### src/rtl/pixel_readout.sv
// Two-row pixel readout: captures one converted row per ADC strobe after an
// exposure, then streams the frame out over a valid/ready pixel port.
module pixel_readout #(
   parameter int unsigned DATA_W     = 8,
   parameter int unsigned ROW_PIXELS = 2
) (
   input  logic                           clk,
   input  logic                           reset,
   input  logic                           expose,
   input  logic                           erase,
   input  logic                           nre1,
   input  logic                           nre2,
   input  logic                           adc,
   input  logic [ROW_PIXELS*DATA_W-1:0]   adc_data,
   output logic [DATA_W-1:0]              pix_data,
   output logic                           pix_valid,
   input  logic                           pix_ready,
   output logic                           pix_last,
   output logic                           busy,
   output logic                           err,
   output logic                           overrun,
   input  logic                           err_clr
);

   localparam int unsigned NPIX  = 2 * ROW_PIXELS;
   localparam int unsigned ROW_W = ROW_PIXELS * DATA_W;
   localparam int unsigned IDX_W = $clog2(NPIX);
   localparam logic [IDX_W-1:0] LAST_IDX = IDX_W'(NPIX - 1);

   localparam logic [2:0] S_IDLE    = 3'd0;
   localparam logic [2:0] S_EXPOSE  = 3'd1;
   localparam logic [2:0] S_READ_R1 = 3'd2;
   localparam logic [2:0] S_READ_R2 = 3'd3;
   localparam logic [2:0] S_STREAM  = 3'd4;

   logic [2:0]        state_q, state_d;
   logic              adc_q;
   logic [ROW_W-1:0]  row0_q, row0_d;
   logic [ROW_W-1:0]  row1_q, row1_d;
   logic [IDX_W-1:0]  idx_q, idx_d, idx_inc;
   logic              expose_blk_q, expose_blk_d;
   logic [DATA_W-1:0] pix_data_d;
   logic              pix_valid_d, pix_last_d, busy_d, err_d, overrun_d;
   logic              err_set, ovr_set;
   logic              adc_edge;
   logic [DATA_W-1:0] pix_arr [NPIX];

   assign adc_edge = adc & ~adc_q;
   assign idx_inc  = idx_q + IDX_W'(1);

   // Flatten both row buffers into frame order: row0 pixels, then row1 pixels.
   always_comb begin
      for (int i = 0; i < int'(ROW_PIXELS); i++) begin
         pix_arr[i]              = row0_q[i*DATA_W +: DATA_W];
         pix_arr[i + ROW_PIXELS] = row1_q[i*DATA_W +: DATA_W];
      end
   end

   // Next-state and next-output logic.
   always_comb begin
      state_d      = state_q;
      row0_d       = row0_q;
      row1_d       = row1_q;
      idx_d        = idx_q;
      pix_data_d   = pix_data;
      pix_valid_d  = pix_valid;
      pix_last_d   = pix_last;
      err_set      = 1'b0;
      ovr_set      = 1'b0;
      // An expose seen during streaming must drop before it can start a new frame.
      expose_blk_d = expose_blk_q & expose;

      case (state_q)
         S_IDLE: begin
            if (adc_edge) err_set = 1'b1;
            if (expose && !erase && !expose_blk_q) state_d = S_EXPOSE;
         end
         S_EXPOSE: begin
            if (adc_edge) err_set = 1'b1;
            if (erase) state_d = S_IDLE;
            else if (!expose) state_d = S_READ_R1;
         end
         S_READ_R1: begin
            if (erase) begin
               state_d = S_IDLE;
               err_set = 1'b1;
            end else if (adc_edge) begin
               if (!nre1 && nre2) begin
                  row0_d  = adc_data;
                  state_d = S_READ_R2;
               end else begin
                  err_set = 1'b1;
               end
            end
         end
         S_READ_R2: begin
            if (erase) begin
               state_d = S_IDLE;
               err_set = 1'b1;
            end else if (adc_edge) begin
               if (!nre2 && nre1) begin
                  row1_d      = adc_data;
                  state_d     = S_STREAM;
                  idx_d       = '0;
                  pix_data_d  = row0_q[DATA_W-1:0];
                  pix_valid_d = 1'b1;
                  pix_last_d  = 1'b0;
               end else begin
                  err_set = 1'b1;
               end
            end
         end
         S_STREAM: begin
            if (expose) begin
               ovr_set      = 1'b1;
               expose_blk_d = 1'b1;
            end
            if (pix_valid && pix_ready) begin
               if (idx_q == LAST_IDX) begin
                  state_d     = S_IDLE;
                  pix_valid_d = 1'b0;
                  pix_last_d  = 1'b0;
                  idx_d       = '0;
               end else begin
                  idx_d      = idx_inc;
                  pix_data_d = pix_arr[idx_inc];
                  pix_last_d = (idx_inc == LAST_IDX);
               end
            end
         end
         default: begin
            state_d     = S_IDLE;
            pix_valid_d = 1'b0;
            pix_last_d  = 1'b0;
         end
      endcase

      busy_d    = (state_d != S_IDLE);
      err_d     = err_set | (err & ~err_clr);
      overrun_d = ovr_set | (overrun & ~err_clr);
   end

   // State, buffers and registered outputs.
   always_ff @(posedge clk or posedge reset) begin
      if (reset) begin
         state_q      <= S_IDLE;
         adc_q        <= 1'b0;
         row0_q       <= '0;
         row1_q       <= '0;
         idx_q        <= '0;
         expose_blk_q <= 1'b0;
         pix_data     <= '0;
         pix_valid    <= 1'b0;
         pix_last     <= 1'b0;
         busy         <= 1'b0;
         err          <= 1'b0;
         overrun      <= 1'b0;
      end else begin
         state_q      <= state_d;
         adc_q        <= adc;
         row0_q       <= row0_d;
         row1_q       <= row1_d;
         idx_q        <= idx_d;
         expose_blk_q <= expose_blk_d;
         pix_data     <= pix_data_d;
         pix_valid    <= pix_valid_d;
         pix_last     <= pix_last_d;
         busy         <= busy_d;
         err          <= err_d;
         overrun      <= overrun_d;
      end
   end

endmodule

### config.mk
export PLATFORM = sky130hd
export DESIGN_NAME = pixel_readout
export DESIGN_NICKNAME = d
export VERILOG_FILES = /design/src/rtl/pixel_readout.sv
export SDC_FILE = /design/constraint.sdc
export NUM_CORES = 1
export LEC_CHECK = 0
export ABC_AREA = 1
export CORE_ASPECT_RATIO = 1.75
export CORE_UTILIZATION = 54
export CTS_CLUSTER_SIZE = 10
export DETAILED_ROUTE_END_ITERATION = 10
export GPL_ROUTABILITY_DRIVEN = 0
export PLACE_DENSITY_LB_ADDON = 0.15
export SLEW_MARGIN = 20
export SYNTH_ARGS = -nofsm -noshare
export SYNTH_HDL_FRONTEND = slang
export SYNTH_SLANG_ARGS = --single-unit
### constraint.sdc
create_clock -name clk -period 2.6 [get_ports clk]
set_clock_uncertainty 0.2 [all_clocks]
set_input_delay 0.52 -clock clk [delete_from_list [all_inputs] [get_ports clk]]
set_output_delay 0.52 -clock clk [all_outputs]
set_load 0.005 [all_outputs]
==> flow_summary.toml <==
[run_status]
status = "complete, no violations"

[drt]
drt_iter0_drc = 41
drt_first_pass_iters = 4
via_per_inst = 5.162
wire_per_inst_um = 13.54
drcViolationCount = 0
num_vias = 2168
wl_mm = 5.685
ant_nets = 0

[synth]
synthSimpleGateAreaFrac = 0.2907
syn_nets = 356
yosysTopAreaCell = "dfrtp_1"
syn_area_per_cell_sq_um = 7.849
synth_cells = 329
synth_top_family_by_area = "simple AND/OR/NAND/NOR gates"
synth_compound_area_frac = 0.1066
synth_xor_area_frac = 0
ys_top_cells_by_area = "dfrtp_1 50%, nand2_1 18%, inv_1 5.4%, o21ai_0 4.3%, nand3_1 3.3%"
synth_cell_type_count = 25
synthAdderAreaFrac = 0.009690
synth_area_sq_mm = 0.002582
yosysSeqAreaShare = 0.5039
yosysWarnings = 0
synthMuxAreaShare = 0
ys_ff_latch = 52
synth_top_area_share = 0.5039

[clock_network]
insertion_delay_ns = 0.30
cts_hold_buf = 0
cts_tree = "built"
cts_max_level = 2
ctsResizeCount = 0
cts_setup_buffers = 0
numCtsBuffers = 5
root_buffer = "clkbuf_8"
cts_buffer_depth = 2
clk_pin_slew_worst_paths_ns = 0.09
clock_sinks = 52

[critical_path]
path_cells = "clkinv_1 > ha_1 > clkinv_1 > nand2_1 > nand3_1 > nand2_1 > nand2_1 > nand2_1 > o21ai_2"
reg2reg_depth = 9
crit_path_end_kind = "register"
startpoint_type = "register"
r2r_end = "pix_data[7]$_DFFE_PP0P_"
r2r_slack_ns = 0.43
crit_type = "reg -> reg"
critPathMostFrequentCell = "nand2_1"
reg2reg_from = "idx_q[0]$_DFFE_PP0P_"
cp_num_buf_inv = 2
cp.required_ns = 2.59
cp_top_family = "adder cells"
worst_ep_arrival_time_ns = 2.17
cpPeakStageDelay_ns = 0.52
crit_path_max_fanout = 10
cp_slowest_cell = "ha_1"

[cells_and_area]
syn_to_final_growth_pct = 20.01
final_cell_mix = "125 x nand2_1, 52 x dfrtp_1, 37 x clkdlybuf4s50_1"
final_common_cell = "nand2_1"
num_antenna_cells = 0
fin_cells = 420
nNetsFinal = 394
drive_above_1_share = 0.08696
n_fill_cell = 431

[flow_run]
maxCapViolCount = 0

[die]
ios = 38
core_area_sq_mm = 0.004624
rows = 33
chipHeight_um = 93.48
initial_core_util = 0.5584
die_area_sq_mm = 0.005074
die_x_um = 54.28

[global_route]
grt_pass1_wl_mm = 9.087
grt_max_degree = 35
antenna_found_initial = 0
grt_pass1_vias = 2039
grt_overflow = 0
track_usage = 0.2533

[timing]
tns_ns = 0
timing.final.crit_share = 0.8365
min_period_ns = 2.175
fmax_mhz = 459.8
hold_viol = 0
setup_violations = 0
rsz0062_at_grt = "no"
drv_slew = 0
max-slew-margin-rel = 0.7461
worstMarginPinSlew_ns = 0.3809

[place]
dp.cells = 412
hpwl_mm = 4.240
numPortBuffers = 37

[pwr]
p_per_area_mw_per_mm2 = 556.4
leakage_nw = 1.511
irDropWorstVdd_mv = 0.7062

[min_path]
min_path_type = "in -> async"
[cells in the mapped netlist, drive strengths merged]
| master | number |
|---|---|
| nand4 | 4 |
| o21a | 1 |
| inv | 39 |
| nand3b | 1 |
| clkinv | 2 |
| ha | 2 |
| o21ai | 46 |
| a22oi | 1 |
| dfrtp | 52 |
| clkbuf | 1 |
| nor2 | 21 |
| nand3 | 19 |
| nor3 | 1 |
| buf | 10 |
| nand2 | 129 |
[layout make-up]
| class | count | area, sq um | share of cell area |
|---|---|---|---|
| Clock buffer | 6 | 72.57 | 0.02342 |
| Clock inverter | 2 | 35.03 | 0.01130 |
| Inverter | 41 | 153.9 | 0.04966 |
| Multi-Input combinational cell | 225 | 1051 | 0.3391 |
| Sequential cell | 52 | 1301 | 0.4199 |
| Tap cell | 52 | 65.06 | 0.02099 |
| Timing Repair Buffer | 42 | 420.4 | 0.1356 |
[worst max-delay path by stage]
stage	from	to	slack, ns	depth (start not counted)
2_1_floorplan	idx_q[0]$_DFFE_PP0P_	pix_data[7]$_DFFE_PP0P_	0.56	11
3_3_place_gp	adc	busy$_DFF_PP0_	0.29	7
3_5_place_dp	adc	row1_q[8]$_DFFE_PP0P_	0.26	6
4_1_cts	idx_q[0]$_DFFE_PP0P_	pix_data[4]$_DFFE_PP0P_	0.46	8
5_1_grt	idx_q[0]$_DFFE_PP0P_	pix_data[6]$_DFFE_PP0P_	0.24	8
6_report	idx_q[0]$_DFFE_PP0P_	pix_data[7]$_DFFE_PP0P_	0.43	9
[through the flow]
step	worst slack [ns]	hold slack, ns	cell area (sq um)	utilization	power, mW
2_1_floorplan	0.5586	0.2501	2582	-	1.076
4_1_cts	0.4646	0.2674	3099	0.6702	1.741
3_3_place_gp	0.2935	0.2667	2992	0.6469	1.203
3_5_place_dp	0.2631	0.2702	2992	0.6469	1.209
5_1_grt	0.2399	0.3057	3099	0.6702	1.811
6_report	0.4250	0.2710	3099	0.6702	1.725
[worst register-to-register path, stage by stage (launching register included)]
cell and delay, ns:
dfrtp_1 0.37, clkinv_1 0.20, ha_1 0.52, clkinv_1 0.31, nand2_1 0.14, nand3_1 0.08
nand2_1 0.07, nand2_1 0.05, nand2_1 0.07, o21ai_2 0.06
[where the power goes]
part           switching (mW)  total, mW  internal, mW
registers              0.0422      0.916         0.873
clock network           0.247      0.533         0.286
logic                   0.139      0.276         0.137
[routing by layer]
metal	wire length [um]	track usage	vias to the layer above
li1	-	-	1096
met1	2234	0.2675	1004
met2	3083	0.4502	48
met3	126	0.04390	20
met4	240	0.1282	0
met5	0	0	-
[kinds of logic (layout without fill, tap and decap cells)]
family          Yosys count  count (layout)
flops                    52              52
compound gates           48              48
buf+inv                  52              91
simple gates            175             175
fa+ha+maj                 2               2
[sequential cells by signal, indices dropped and copies added, names as in the netlist, 2 cells and up]
name	cells
pix_data	8
row1_q	16
idx_q	2
state_q	3
row0_q	16
Note: power is estimated with default switching activity, not from simulation.
